<file path="src/rtl/int_ack_pkg.sv">
// Shared definitions for the four-source interrupt acknowledge controller.
package int_ack_pkg;
  localparam int N_SRC = 4;
  localparam logic [7:0] DEF_VEC_BASE = 8'h20;
  localparam int unsigned DEF_SPUR_OFS = 4;

  typedef enum logic [1:0] {
    IDLE  = 2'd0,
    REQ   = 2'd1,
    SERVE = 2'd2
  } state_e;
endpackage

</file>
<file path="src/rtl/int_ack_ctrl_prio_rr4.sv">
// Four-way combinational arbiter: lowest index wins (m=0) or search from ptr with wrap (m=1).
module prio_rr4
  import int_ack_pkg::*;
(
  input  logic [3:0] cand,
  input  logic [1:0] ptr,
  input  logic       m,
  output logic [1:0] winner,
  output logic       any
);
  logic [1:0] idx;

  // Walk offsets from farthest to nearest so the nearest hit overwrites the rest.
  always_comb begin
    winner = '0;
    idx    = '0;
    for (int i = N_SRC - 1; i >= 0; i--) begin
      idx = m ? ptr + 2'(i) : 2'(i);
      if (cand[idx]) winner = idx;
    end
    any = |cand;
  end
endmodule

</file>
<file path="src/rtl/int_ack_ctrl.sv">
// Interrupt controller CPU side: edge-latched pending, irq/ack/vector handshake, eoi retire.
module int_ack_ctrl
  import int_ack_pkg::*;
#(
  parameter logic [7:0]  VEC_BASE = DEF_VEC_BASE,
  parameter int unsigned SPUR_OFS = DEF_SPUR_OFS
) (
  input  logic       clk,
  input  logic       rst_n,
  input  logic       m,
  input  logic [3:0] int_req,
  input  logic [3:0] en,
  input  logic       ack,
  input  logic       eoi,
  output logic       irq,
  output logic [7:0] vec,
  output logic       vec_valid,
  output logic [3:0] pending,
  output logic [3:0] in_service
);
  state_e     state, state_n;
  logic [3:0] int_req_d, rise, cand, clr, pending_n, win_oh;
  logic [1:0] ptr, winner, svc_idx;
  logic       any, armed, take, retire;

  // History resets to 0, so the first cycle after reset only samples it;
  // a line already high at release is a level, not an edge.
  assign rise   = armed ? (int_req & ~int_req_d) : 4'b0000;
  assign cand   = pending & en;
  assign win_oh = 4'b0001 << winner;
  assign take   = (state == REQ) && ack;
  assign retire = (state == SERVE) && eoi;

  prio_rr4 u_arb (
    .cand   (cand),
    .ptr    (ptr),
    .m      (m),
    .winner (winner),
    .any    (any)
  );

  // A rise in the clearing cycle must survive, so set is applied after clear.
  always_comb begin
    clr       = (take && any) ? win_oh : 4'b0000;
    pending_n = (pending & ~clr) | rise;
  end

  always_ff @(posedge clk or negedge rst_n) begin
    if (!rst_n) state <= IDLE;
    else        state <= state_n;
  end

  always_comb begin
    state_n = state;
    case (state)
      IDLE:    if (cand != 4'b0000) state_n = REQ;
      REQ:     if (ack) state_n = any ? SERVE : IDLE;
      SERVE:   if (eoi) state_n = IDLE;
      default: state_n = IDLE;
    endcase
  end

  always_comb begin
    irq = (state == REQ);
  end

  always_ff @(posedge clk or negedge rst_n) begin
    if (!rst_n) begin
      armed      <= 1'b0;
      int_req_d  <= '0;
      pending    <= '0;
      in_service <= '0;
      svc_idx    <= '0;
      ptr        <= '0;
      vec        <= '0;
      vec_valid  <= 1'b0;
    end else begin
      armed     <= 1'b1;
      int_req_d <= int_req;
      pending   <= pending_n;
      vec_valid <= take;
      if (take) begin
        if (any) begin
          vec        <= VEC_BASE + {6'b0, winner};
          in_service <= win_oh;
          svc_idx    <= winner;
        end else begin
          vec <= VEC_BASE + 8'(SPUR_OFS);
        end
      end
      if (retire) begin
        in_service <= '0;
        if (m) ptr <= svc_idx + 2'd1;
      end
    end
  end
endmodule

</file>
<file path="config.mk">
export PLATFORM = sky130hd
export DESIGN_NAME = int_ack_ctrl
export DESIGN_NICKNAME = d
export VERILOG_FILES = /design/src/rtl/int_ack_pkg.sv /design/src/rtl/int_ack_ctrl_prio_rr4.sv /design/src/rtl/int_ack_ctrl.sv
export SDC_FILE = /design/constraint.sdc
export NUM_CORES = 1
export LEC_CHECK = 0
export BUFFER_PORTS_ARGS = -buffer_cell sky130_fd_sc_hd__buf_2
export CAP_MARGIN = 20
export CORE_MARGIN = 1.5
export CORE_UTILIZATION = 30
export CTS_BUF_LIST = sky130_fd_sc_hd__clkbuf_4
export CTS_CLUSTER_DIAMETER = 120
export DETAILED_ROUTE_END_ITERATION = 8
export PLACE_DENSITY_LB_ADDON = 0.2
export RECOVER_POWER = 25
export SYNTH_ARGS = -nofsm -noshare
export SYNTH_HDL_FRONTEND = slang
export SYNTH_HIERARCHICAL = 1
export SYNTH_SLANG_ARGS = --single-unit
</file>
<file path="constraint.sdc">
create_clock -name clk -period 2.6 [get_ports clk]
set_input_delay 0.78 -clock clk [delete_from_list [all_inputs] [get_ports clk]]
set_output_delay 0.78 -clock clk [all_outputs]
set_load 0.05 [all_outputs]
</file>
# --- Yosys cells after proc, flatten, opt, wreduce, memory -nomap -nowiden ---
# Index checks and enable logic that the tools add are counted.
totals:
  reg_bits: 28
  latchBits: 0
  mem_bits_rw: 0
  rom_bits: 0
  inputBits: 13
  output_inout_bits: 18
  wordCells: 69
  n_memories: 0
op_classes:
  n_addsub: 5
  multipliers: 0
  n_div: 0
  magnitude_cmp: 4
  eq_ne: 5
  n_shift: 1
  mux: 27
  bitwise: 6
  n_reduce_logical: 12
ops:
  columns: ["op", "count"]
  rows:
  - ["$mux 2", 12]
  - ["$mux 4", 5]
  - ["$and 4x4->4", 3]
  - ["$lt 2x3->1 const B", 4]
  - ["$bmux 1 s2", 4]
  - ["$not 4->4", 2]
  - ["$add 6x2->7 const A", 1]
  - ["$mux 7", 1]
  - ["$ne 2x2->1 const B", 3]
  - ["$pmux 2 s3", 1]
  - ["$reduce_and 2->1", 3]
  - ["$add 2x1->2 const B", 2]
  - ["$add 2x2->2 const B", 2]
  - ["$mux 1", 4]
  - ["$or 4x4->4", 1]
  - ["$reduce_bool 2->1", 2]
  - ["$reduce_bool 4->1", 1]
  - ["$reduce_or 4->1", 1]
  - ["$shl 1x2->4 const A", 1]
  - ["$logic_and 1x1->1", 3]
  - ["$reduce_and 3->1", 1]
  - ["$eq 2x1->1 const B", 1]
  - ["$eq 2x2->1 const B", 1]
  - ["$logic_not 2->1", 1]

# --- Depth between registers and ports, before layout ---
# Gate-level depths: netlist (run 1).
depth:
  depth_word: 13
  mapped_depth: 7
  ltp_nobuf: 7

# --- Cells and area by module ---
# Netlist (run 1), hierarchy kept.
by_module_without_submodules:
  columns: ["mod", "n_inst", "cells_per_inst", "area_per_inst_um2", "seq_area_each_um2"]
  rows:
  - ["int_ack_ctrl", 1, 85, 959.7, 600.6]
  - ["prio_rr4", 1, 26, 156.4, 0.0]

# --- Worst setup path before layout (run 1) ---
# Ideal clock, no wire load.
synth_timing:
  kind: "input to register"
  from: "in en[0]"
  to: "reg pending[0]"
  setup_time_ns: 0.122
  arrival_time_ns: 2.192
  setup_slack_ns: 0.286
  stages: 7
  path_buffers: 0
  path_cell_list: "and2_1 -> nor2_2 -> a22o_1 -> a32oi_1 -> o221ai_1 -> or3_1 -> a32o_1"
synth_via:
  elab_chain_cells: 12
synth_lines:
  columns: ["element", "line_no", "rtl"]
  rows:
  - ["from (decl)", "int_ack_ctrl.sv:12", "input logic [3:0] en,"]
  - ["$and 4x4->4 (*)", "int_ack_ctrl.sv:29", "assign cand = pending & en;"]
  - ["$bmux 1 s2", "int_ack_ctrl_prio_rr4.sv:19", "if (cand[idx]) winner = idx;"]
  - ["$mux 1 (implied by the code)", "int_ack_ctrl_prio_rr4.sv:19", null]
  - ["$mux 2 (3 in a row)", "int_ack_ctrl_prio_rr4.sv:19", null]
  - ["$mux 2 (*)", "int_ack_ctrl_prio_rr4.sv:19", null]
  - ["net winner[0]", "int_ack_ctrl.sv:23", "logic [1:0] ptr, winner, svc_idx;"]
  - ["$shl 1x2->4 (*)", "int_ack_ctrl.sv:30", "assign win_oh = 4'b0001 << winner;"]
  - ["$mux 4 (*)", "int_ack_ctrl.sv:44", "clr = (take && any) ? win_oh : 4'b0000;"]
  - ["$not 4->4 (*)", "int_ack_ctrl.sv:45", "pending_n = (pending & ~clr) | rise;"]
  - ["$and 4x4->4 (*)", "int_ack_ctrl.sv:45", null]
  - ["$or 4x4->4 (*)", "int_ack_ctrl.sv:45", null]
  - ["net pending_n[0]", "int_ack_ctrl.sv:22", "logic [3:0] int_req_d, rise, cand, clr, pending_n, win_oh;"]
  - ["to (signal assigned)", "int_ack_ctrl.sv:80", "pending <= pending_n;"]
  - ["to (decl)", "int_ack_ctrl.sv:18", "output logic [3:0] pending,"]
# The timed path passes the listed nets; every way through them passes the cells marked *. The select of a mux whose other input is x is not followed.
# A chain may end at the register's enable or synchronous reset.

# --- Final worst setup path (run 1) ---
layout_timing:
  from: "in en[0]"
  to: "reg pending[0]"
layout_via:
  elab_chain_cells: 12
layout_lines:
  columns: ["element", "line_no"]
  rows:
  - ["$and 4x4->4 (*)", "int_ack_ctrl.sv:29"]
  - ["net cand[0]", "int_ack_ctrl.sv:22"]
  - ["$bmux 1 s2", "int_ack_ctrl_prio_rr4.sv:19"]
  - ["$mux 1 (implied by the code)", "int_ack_ctrl_prio_rr4.sv:19"]
  - ["$mux 2 (3 in a row)", "int_ack_ctrl_prio_rr4.sv:19"]
  - ["$mux 2 (*)", "int_ack_ctrl_prio_rr4.sv:19"]
  - ["net winner[0]", "int_ack_ctrl.sv:23"]
  - ["$shl 1x2->4 (*)", "int_ack_ctrl.sv:30"]
  - ["$mux 4 (*)", "int_ack_ctrl.sv:44"]
  - ["$not 4->4 (*)", "int_ack_ctrl.sv:45"]
  - ["$and 4x4->4 (*)", "int_ack_ctrl.sv:45"]
  - ["$or 4x4->4 (*)", "int_ack_ctrl.sv:45"]
  - ["net pending_n[0]", "int_ack_ctrl.sv:22"]
# Marked as above.

==> results, run 1 <==
- The run finished with clean final reports.
- In the routed layout, each cell is associated on average with a via count of 4.74.
- Dividing total power by cell area gives a power density of 1230 nW/µm².
- The root buffer cell chosen for the clock tree is clkbuf_4.
- The final critical path time including I/O delays and setup is 2.12 ns.
- The sum of net half-perimeters after detailed placement is 1.79 mm.
- Across every metal layer, demand over resource in global routing totals 0.126.
- In this run the critical register-to-register path is launched from pending[0].
- The maximum frequency from static timing analysis is 0.472 GHz.
- STA classifies the critical path endpoint as a register.
- For this run, the post-layout net count is 152.
- Among all flip-flop cells after synthesis, the most frequent one is dfrtp_1.
- The post-route DRC violation count is 0.
- The wire length of the first global-routing pass is 3.95 mm.
- The total leakage power is 0.621 nW.
- The placed cell area is 1270 µm².
- Summed over all layers, the global routing overflow is 0.
- Setup violations remaining at the end of the flow were counted as 0.
- After synthesis, the share of flip-flops with an asynchronous set or reset is 1.00.
- In the global route stage, met2 resource usage came out at 0.211.
- The post-route cell area is 1290 µm².
- The congestion estimate from routability-driven global placement came to 0.791.
- Clock latency on the worst-skew pair, taken at its later pin, is 0.31 ns.
- Counting cells, the worst reg-to-reg path comes to 7.
- The worst register-to-register path ends at pending[0].
- The iteration count of the initial detailed-routing pass is 4.
- The worst setup slack for register-to-register paths is 0.60 ns.
- The floorplan core area is 3440 µm².
- After synthesis, the netlist uses 32 different library cells.
- The die extent in x is 64.0 µm.
- The via count of the first global-routing pass is 869.
- The end point of the critical path is pending[0].
- Measured against its own limit, the worst slew margin works out to 0.137.
- The clock-pin slew reported for the worst setup and hold paths after clock tree synthesis is 0.13 ns.
- Max-cap violations in this run came to 0.
- The number of fillers in the final layout is 361.
- TritonCTS built the clock tree.
- The quantity of gates resized following cts is 0.
- The maximum fanout along the worst path is 7.
- For this run, the share of the core covered by cells in the final layout is 0.376.
- From synthesis to final layout, the design area changed by 15.9%.
- The floorplan has 21 rows.
- After synthesis the cells add up to 1120 µm².
- The initial antenna violation count is 0.
- After global routing, the most crowded layer is met2.
- Dividing the final minimum period by the clock period gives 0.816.
- Synthesis produced a netlist whose cell count is 111.
- The post-synthesis area per instance is 10.1 µm².
- The number of diodes added for antenna fixing is 0.
- The clock buffer count from CTS is 3.
- The fraction of layout cells with a size suffix above 1 is 0.203.
- The arrival time at the worst endpoint is 2.34 ns.
- The clock arrives with 0.00584 ns of skew.
- The first routing iteration left 15 violations.
- Along the worst hold path, the cell count comes to 1.
- In this run the count of I/O pins placed on the die edge is 31.
- Setup repair after global routing left no endpoint under its margin.
- The number of pins exceeding their max-slew limit in the final report is 0.
- The floorplan step set the die height to 64.0 µm.
- The number of antenna-violating nets in the routed design is 0.
- The post-synthesis sequential element count is 24.
- Entering global routing, the biggest net connects 25 pins.
- The number of port buffers is 26.
- After detailed routing, the average wire length per cell comes to 12.7 µm.
- Setup total negative slack on the finished layout was measured at 0 ns.
- In the global route stage, met1 resource usage came out at 0.157.
- The worst hold slack after final layout is 0.428 ns.
- The final count of hold timing violations came to 0.
- The sequential share of the synthesized area is 0.538.
- The type of element launching the critical path is an input port.
- In the global route stage, met3 resource usage came out at 0.0211.
- The area of the die is 4100 µm².
- The classification of the worst-slack hold path is register to register.
- In this run the deepest clock path goes through 2 buffers.
- The number of synthesized flops with an enable pin is 0.
- Data on the critical path is required at its endpoint by 2.82 ns.
- The number of buffers inserted by post-CTS setup repair is 0.
- The clock sink count is 24.
- The Yosys step of the flow raised 6 warnings.
- The total number of H-tree levels is 1.
- The most critical setup path has its startpoint at en[0].
- For this block, the routed nets add up to 2.33 mm of wire.
- The via total after detailed routing is 873.
- The category of the most critical setup path is input port to register.
- VDD sags by at most 0.000462 V.
- The effective utilization at floorplan is 0.324.
- In this run, post-CTS hold repair placed 0 buffers.
- At the pin with the least slew margin, the transition time is 1.29 ns.
## stage by stage
stage	setup WS, ns	total power [mW]	instances
2_1_floorplan	0.286	1.26	114
3_3_place_gp	0.215	1.43	180
3_5_place_dp	0.141	1.44	180
4_1_cts	0.493	1.61	184
5_1_grt	0.408	1.71	184
6_report	0.479	1.59	184
## synth_stat cells, types with 2 or more instances
| library cell | count | area, µm² |
|---|---|---|
| dfrtp_1 | 24 | 601 |
| a32o_1 | 3 | 30.0 |
| inv_1 | 7 | 26.3 |
| nand3_1 | 3 | 15.0 |
| nand2_1 | 20 | 75.1 |
| nor2_1 | 4 | 15.0 |
| o22a_1 | 3 | 26.3 |
| buf_4 | 6 | 45.0 |
| o21ai_0 | 4 | 20.0 |
| nand3b_1 | 3 | 22.5 |
| a21oi_1 | 7 | 35.0 |
| nand2b_1 | 3 | 18.8 |
| conb_1 | 2 | 7.51 |
| and2_1 | 4 | 25.0 |
## cells by family after synthesis
family / after synthesis / synth area share
flops: 24 / 0.538
xor+xnor: 2 / 0.0157
other cells: 2 / 0.00673
compound gates: 25 / 0.158
buf+inv: 14 / 0.0684
simple gates: 44 / 0.213
## worst min path at each step
stage	slack [ns]	end	from
after floorplan	0.39	pending[2]	int_req_d[2]
after global placement	0.40	pending[2]	int_req_d[2]
after detailed placement	0.42	pending[2]	int_req_d[2]
after CTS	0.44	in_service[3]	rst_n
after global routing	0.46	pending[2]	int_req_d[2]
final	0.43	pending[2]	int_req_d[2]
## layout by cell type (no fill, tap or decap), types with 3 or more instances in the layout
master,n
a21oi_1,7
nand2b_1,3
clkbuf_4,3
dfrtp_1,24
and2_1,4
conb_1,5
clkbuf_1,4
nand2_1,20
buf_2,22
nand3b_1,3
nand3_1,3
o22a_1,3
o21ai_0,4
inv_1,7
a32o_1,3
nor2_1,4
## critical path, cell delays in order
cell      delay (ns)
buf_2           0.07
and2_1          0.25
nor2_2          0.09
a22o_1          0.24
a32oi_1         0.15
o221ai_1        0.15
or3_1           0.40
a32o_1          0.21
## sequential cells by signal, indices dropped and copies added (netlist names)
signal,cells
armed,1
in_service,4
int_req_d,4
pending,4
ptr,2
state,2
svc_idx,2
vec,4
vec_valid,1
## cell type report
class / instances / area, µm² / share of cell area
clock buffers: 3 / 22.5 / 0.0174
repair buffers: 27 / 133 / 0.103
well taps: 46 / 57.6 / 0.0445
clock inverters: 1 / 3.75 / 0.00290
flip-flops and latches: 24 / 601 / 0.464
multi-input cells: 76 / 450 / 0.348
inverters: 7 / 26.3 / 0.0203
## power by group
part	leakage [nW]	switching [mW]	internal [mW]
combinational	0.318	0.552	0.261
sequential	0.287	0.120	0.493
clock	0.0154	0.108	0.0560
total	0.621	0.780	0.810
## per-layer routing
| metal | share of wire | up-vias | wire [µm] |
|---|---|---|---|
| met2 | 0.50 | 17 | 1160 |
| met3 | 0.030 | 2 | 69 |
| met4 | 0.0082 | 0 | 19 |
| met5 | 0 | - | 0 |
| li1 | - | 428 | - |
| met1 | 0.46 | 426 | 1080 |
Note: power is estimated with default switching activity, not from simulation.
==> run 2: changes to the inputs <==
Settings changed: ABC_AREA set to 1.
Clock period 2.6 ns to 1.8 ns, I/O delays scaled along.
==> results, run 2 <==
- Run status: finished clean (unchanged).
- The number of buffers between clock root and the deepest sink is 2 (unchanged).
- The power per standard cell area is 1800 nW/µm² (was 1230 nW/µm²).
- The iteration count of the initial detailed-routing pass is 4 (unchanged).
- The final critical path time including I/O delays and setup is 1.72 ns.
- The total area of sequential cells is 608 µm² (was 601 µm²).
- Setup repair after global routing missed its margin: true (was false).
- The sum of net half-perimeters after detailed placement is 2.17 mm (was 1.79 mm).
- The share of async-settable or async-resettable flops after synthesis is 1.00 (unchanged).
- The multi-input logic area is 671 µm² (was 450 µm²).
- The pre-CTS setup slack came to -0.202 ns (was 0.141 ns).
- Commonest cells after routing, fill and taps aside: nand2_1 (38), buf_2 (22), dfrtp_1 (18) (was dfrtp_1 (24), buf_2 (22), nand2_1 (20)).
- The number of synthesized flops with an enable pin came to 0 (unchanged).
- The post-route DRC violation count is 0 (unchanged).
- The via density per instance came to 4.48 (was 4.74).
- The count of standard-cell rows came to 23 (was 21).
- The post-synthesis cell type with the largest combined area is dfrtp_1 (unchanged).
- The area fraction of the dominant cell type after synthesis is 0.482 (was 0.538).
- The final routed wirelength across all metal layers is 2.97 mm (was 2.33 mm).
- The post-synthesis sequential element count was 24 (unchanged).
- The worst clock skew is 0.0174 ns (was 0.00584 ns).
- The classification of the worst-slack hold path is input port to register (was register to register).
- The slew at the pin with the worst max-slew slack is 1.26 ns (was 1.29 ns).
- The total leakage power was 0.911 nW (was 0.621 nW).
- The die span in y is 67.5 µm (was 64.0 µm).
- The summed instance area of the synthesized netlist is 1250 µm² (was 1120 µm²).
- Synth top area cells: dfrtp_1 (48%), nand2_1 (16%), nand3_1 (6.0%) (was dfrtp_1 (54%), nand2_1 (6.7%), buf_4 (4.0%)).
- The number of fillers in the final layout is 406 (was 361).
- The largest net degree at the start of global routing is 25 (unchanged).
- The total number of H-tree levels was 1 (unchanged).
- The number of hold buffers added after CTS is 0 (unchanged).
- The cell with the most instances after synthesis is nand2_1 (was dfrtp_1).
- The number of diodes added for antenna fixing is 0 (unchanged).
- The final worst slack came to 0.0829 ns (was 0.479 ns).
- The aggregate global routing overflow was 0 (unchanged).
- The yosys synthesis warning count is 6 (unchanged).
- The area of the die was 4550 µm² (was 4100 µm²).
- The number of port buffers is 26 (unchanged).
- The CTS tree is yes (unchanged).
- The max-capacitance violation count is 0 (unchanged).
- The area growth from synthesis to layout is 37.1% (was 15.9%).
- The gate count of the mapped netlist is 156 (was 111).
- The number of different library cells in the post-synthesis netlist is 27 (was 32).
- The post-synthesis area per instance is 7.99 µm² (was 10.1 µm²).
- The last weighted congestion value of the routability-driven placer was 0.840 (was 0.791).
- The post-detailed-route wirelength per cell is 11.9 µm (was 12.7 µm).
- The via total after detailed routing is 1119 (was 873).
- The final clock period utilization by the worst path is 0.954.
- The arrival time at the worst endpoint is 1.91 ns (was 2.34 ns).
- The number of primary I/O pins was 31 (unchanged).
- The initial detailed-routing violation count is 63 (was 15).
- The max-slew headroom at the worst pin is 0.160 (was 0.137).
- The clock sink count came to 24 (unchanged).
- The nature of the critical path endpoint is a register (unchanged).
- The instance count after placement with tap cells included was 240 (was 180).
- Derived from the worst setup path, the maximum achievable clock frequency is 0.582 GHz.
- The non-filler instance count after layout is 250 (was 184).
- The via count of the first global-routing pass was 1063 (was 869).
- The commonest non-fill, non-tap cell in the layout is nand2_1 (was dfrtp_1).
- The final setup violation count is 0 (unchanged).
- The clock buffer count from CTS is 3 (unchanged).
- The most used flip-flop cell after synthesis is dfrtp_1 (unchanged).
- The die extent in x was 67.5 µm (was 64.0 µm).
- The number of pins exceeding their max-slew limit in the final report is 0 (unchanged).
- The type of element launching the critical path is a register (was input port).
- Commonest cells post-synth: nand2_1 (53), dfrtp_1 (24), inv_1 (19) (was dfrtp_1 (24), nand2_1 (20), a21oi_1 (7), inv_1 (7), buf_4 (6)).
- The number of nets at the end of the flow came to 214 (was 152).
- The floorplan core area is 4000 µm² (was 3440 µm²).
- The initial antenna violation count is 0 (unchanged).
- The maximum fanout along the worst path is 6 (was 7).
- The clock-pin slew reported for the worst setup and hold paths after clock tree synthesis is 0.13 ns (about the same).
- The number of antenna-violating nets in the routed design is 0 (unchanged).
- The clock latency on the worst-skew pair was 0.31 ns (about the same).
- The final count of hold timing violations is 0 (unchanged).
- The wire length of the first global-routing pass is 4.49 mm (was 3.95 mm).
- The peak supply drop came to 0.000701 V (was 0.000462 V).
- The buffer cell driving the clock tree root is clkbuf_4 (unchanged).
- The category of the most critical setup path is register to register (was input port to register).
- The fraction of layout cells with a size suffix above 1 was 0.465 (was 0.203).
- The effective utilization at floorplan came to 0.312 (was 0.324).
- The global routing usage summed across all routing layers was 0.131 (was 0.126).
- The data required time of the worst path is 2.00 ns (was 2.82 ns).
- The sequential share of the synthesized area is 0.482 (was 0.538).
[run 2: area by class of cell]
| cell class | count | share of cell area |
|---|---|---|
| multi-input combinational | 106 | 0.392 |
| clock inverter | 1 | 0.00220 |
| timing repair buffer | 41 | 0.143 |
| sequential | 24 | 0.356 |
| inverter | 25 | 0.0564 |
| tap | 50 | 0.0366 |
| clock buffer | 3 | 0.0132 |
[run 2: cells by family (layout without fill, tap and decap cells)]
kind of cell              count (synthesis)  after routing  synth area share
xor gates and xnor gates                  1              1           0.00703
buffers and inverters                    29             70            0.0994
DFF                                      24             24             0.482
and+or+nand+nor                          88             88             0.341
AOI/OAI and AO/OA                        12             12            0.0643
other                                     2              5           0.00603
[run 2: through the flow]
step | cell area (µm²) | setup TNS, ns | power, mW | util | hold slack [ns]
2_1_floorplan | 1260 | 0 | 2.02 | - | 0.244
5_1_grt | 1710 | -0.125 | 3.31 | 0.427 | 0.319
4_1_cts | 1520 | 0 | 2.72 | 0.380 | 0.199
3_5_place_dp | 1490 | -0.970 | 2.48 | 0.373 | 0.455
6_report | 1710 | 0 | 3.07 | 0.427 | 0.341
3_3_place_gp | 1490 | -0.643 | 2.45 | 0.373 | 0.445
[run 2: routing by layer]
metal  part of all wire  global-route usage  vias to the layer above
li1                   -                   -                      564
met1               0.42               0.151                      520
met2               0.53               0.243                       27
met3              0.028              0.0233                        8
met4              0.024              0.0485                        0
met5                  0                   0                        -
[run 2: worst paths after layout]
check                               from            end  slack (ns)  cells past startpoint
min in group asynchronous          rst_n         vec[5]        0.47                      1
min reg2reg                in_service[0]  in_service[0]        0.48                      2
max                               ptr[0]     pending[0]        0.08                     13
max in group asynchronous          rst_n     pending[0]        0.49                      1
max reg2reg                       ptr[0]     pending[0]        0.08                     13
min                           int_req[3]   int_req_d[3]        0.34                      1
[run 2: power by group]
part	internal [mW]	switching [mW]
clock network	0.0807	0.147
logic	0.679	1.30
registers	0.727	0.136
total	1.49	1.58
[run 2: critical path, cell delays in order, from the launching register on]
cell	delay, ns
dfrtp_2	0.46
buf_6	0.14
nand3_2	0.10
nand3_2	0.12
nand2_2	0.10
inv_1	0.04
nand2_1	0.07
nand2_2	0.05
nand3_2	0.07
nand2_4	0.07
nor2_2	0.11
nand4_1	0.12
nand2_1	0.10
nand2_1	0.05
[run 2: timing repair]
item / in CTS / in global routing
pin swaps: 0 / 18
setup endpoints to repair: 1 / 9
gates resized for setup: 1 / 43
setup buffers: 0 / 7
hold endpoints to repair: 0 / 0
==> run 3: changes to the inputs <==
Settings changed: CTS_BUF_LIST sky130_fd_sc_hd__clkbuf_4 to unset.
==> results, run 3 (synthesized netlist as in run 2, its figures left out) <==
- The number of antenna-violating nets in the routed design came to 0 (unchanged).
- The final routed wirelength across all metal layers is 2.81 mm (was 2.97 mm).
- The multi-input logic area came to 603 µm² (was 671 µm²).
- The number of primary I/O pins came to 31 (unchanged).
- The largest net degree at the start of global routing is 25 (unchanged).
- The number of port buffers is 26 (unchanged).
- The end point of the critical path is irq (was pending[0]).
- The number of hold buffers added after CTS came to 0 (unchanged).
- The floorplan core area is 4000 µm² (unchanged).
- The nature of the critical path endpoint is an output port (was register).
- The final worst slack is 0.0970 ns (was 0.0829 ns).
- The aggregate global routing overflow is 0 (unchanged).
- The max-slew headroom at the worst pin is 0.161 (was 0.160).
- The sum of net half-perimeters after detailed placement is 2.17 mm (unchanged).
- The global routing usage on met3 came to 0.0233 (unchanged).
- The via total after detailed routing is 1102 (was 1119).
- The placed cell area is 1490 µm² (unchanged).
- The maximum fanout along the worst path is 5 (was 6).
- The total area of sequential cells is 608 µm² (unchanged).
- The total leakage power came to 0.892 nW (was 0.911 nW).
- The critical register-to-register path startpoint is pending[3] (was ptr[0]).
- The worst setup path startpoint is state[0] (was ptr[0]).
- The CTS tree was yes (unchanged).
- The arrival time at the worst endpoint is 1.16 ns (was 1.91 ns).
- The buffer cell driving the clock tree root is clkbuf_8 (was clkbuf_4).
- Setup repair after global routing missed its margin: true (unchanged).
- The clock latency on the worst-skew pair came to 0.26 ns (was 0.31 ns).
- The via count of the first global-routing pass came to 1062 (was 1063).
- The post-detailed-route wirelength per cell is 11.4 µm (was 11.9 µm).
- The commonest non-fill, non-tap cell in the layout was nand2_1 (unchanged).
- The met1 routing resource usage after global routing is 0.151 (unchanged).
- The effective utilization at floorplan is 0.312 (unchanged).
- The worst clock skew is 0.00898 ns (was 0.0174 ns).
- The clock buffer count from CTS was 3 (unchanged).
- The initial detailed-routing violation count is 52 (was 63).
- The peak supply drop is 0.000769 V (was 0.000701 V).
- The clock-pin slew reported for the worst setup and hold paths after clock tree synthesis came to 0.08 ns (was 0.13 ns).
- The area of the die was 4550 µm² (unchanged).
- The number of pins exceeding their max-slew limit in the final report is 0 (unchanged).
- Run status: finished clean (unchanged).
- The depth of the worst register-to-register path came to 14 (was 13).
- The initial antenna violation count came to 0 (unchanged).
- The final critical path time including I/O delays and setup is 1.70 ns (was 1.72 ns).
- The number of nets at the end of the flow is 211 (was 214).
- The final setup violation count is 0 (unchanged).
- The die extent in x is 67.5 µm (unchanged).
- The fraction of layout cells with a size suffix above 1 was 0.391 (was 0.465).
- The type of element launching the critical path is a register (unchanged).
- The pre-CTS setup slack is -0.202 ns (unchanged).
- The via density per instance is 4.46 (was 4.48).
- The clock sink count is 24 (unchanged).
- The power per standard cell area is 1810 nW/µm² (was 1800 nW/µm²).
- The maximum frequency from static timing analysis is 0.587 GHz (was 0.582 GHz).
- The share of the core filled with cells came to 0.411 (was 0.427).
- The die span in y is 67.5 µm (unchanged).
- The worst setup slack for register-to-register paths came to 0.13 ns (was 0.08 ns).
- The count of standard-cell rows is 23 (unchanged).
- The met2 usage in global routing is 0.243 (unchanged).
- The slew at the pin with the worst max-slew slack is 1.26 ns (about the same).
- The iteration count of the initial detailed-routing pass was 4 (unchanged).
- The end of the worst register-to-register path was pending[3] (was pending[0]).
- The number of diodes added for antenna fixing is 0 (unchanged).
- The area growth from synthesis to layout is 31.8% (was 37.1%).
- The category of the most critical setup path is register to output port (was register to register).
- The total number of H-tree levels came to 1 (unchanged).
- The final count of hold timing violations came to 0 (unchanged).
- The wire length of the first global-routing pass is 4.50 mm (was 4.49 mm).
- The number of buffers between clock root and the deepest sink is 2 (unchanged).
- The max-capacitance violation count is 0 (unchanged).
- The final clock period utilization by the worst path was 0.946 (was 0.954).
- The last weighted congestion value of the routability-driven placer is 0.840 (unchanged).
- The post-route DRC violation count is 0 (unchanged).
- The classification of the worst-slack hold path was input port to register (unchanged).
- The post-route cell area is 1640 µm² (was 1710 µm²).
- Commonest cells after routing, fill and taps aside: nand2_1 (43), buf_2 (23), inv_1 (19) (was nand2_1 (38), buf_2 (22), dfrtp_1 (18)).
- The data required time of the worst path is 1.26 ns (was 2.00 ns).
- The most used routing layer in global routing is met2 (unchanged).
- The global routing usage summed across all routing layers is 0.133 (was 0.131).
- The number of fillers in the final layout came to 408 (was 406).
- The post-route setup TNS was 0 ns (unchanged).
## run 3: cell count changes in the layout (fill, tap and decap cells not counted), moves of 3 or more
cell	before	now
nand3_1	7	10
buf_4	14	11
nand2_4	5	2
inv_2	8	5
clkbuf_8	0	4
nand2_1	38	43
inv_1	15	19
clkbuf_4	4	0
## run 3: metal layers
layer	vias to the layer above	routed length [µm]
met5	-	0
met4	0	36
met3	4	89
met2	29	1450
met1	509	1230
li1	560	-
## run 3: power by group
part | leakage, nW | internal [mW] | switching (mW)
clock | 0.0288 | 0.195 | 0.159
sequential | 0.282 | 0.729 | 0.144
combinational | 0.581 | 0.567 | 1.18
total | 0.892 | 1.49 | 1.48
## run 3: worst min-delay path by stage
stage	from	endpoint	slack [ns]	cells past startpoint
after detailed placement	in_service[1]	in_service[1]	0.45	2
after global routing	int_req[3]	int_req_d[3]	0.38	1
after floorplan	rst_n	armed	0.24	0
after global placement	vec[5]	vec[5]	0.44	1
final	int_req[3]	int_req_d[3]	0.39	1
after CTS	rst_n	vec[5]	0.26	1
## run 3: cell type report
cell class | instances | share of cell area
Sequential cell | 24 | 0.370
Clock buffer | 4 | 0.0335
Timing Repair Buffer | 38 | 0.134
Inverter | 25 | 0.0571
Tap cell | 50 | 0.0381
Multi-Input combinational cell | 106 | 0.367
## run 3: metrics by stage
step | hold WS [ns] | instances | total power [mW]
5_1_grt | 0.385 | 247 | 3.21
3_5_place_dp | 0.455 | 240 | 2.48
2_1_floorplan | 0.244 | 159 | 2.02
4_1_cts | 0.260 | 244 | 2.85
3_3_place_gp | 0.445 | 240 | 2.45
6_report | 0.391 | 247 | 2.98
## run 3: critical path, cell delays in order (launching register included)
cell     delay [ns]
dfrtp_2        0.44
inv_2          0.07
nor2_2         0.11
buf_2          0.28
## run 3: timing repair
action                                  CTS  global route
hold endpoints to repair                  0             0
endpoints found under the setup margin    0             9
setup buffers                             0             3
gates resized for setup                   0            23
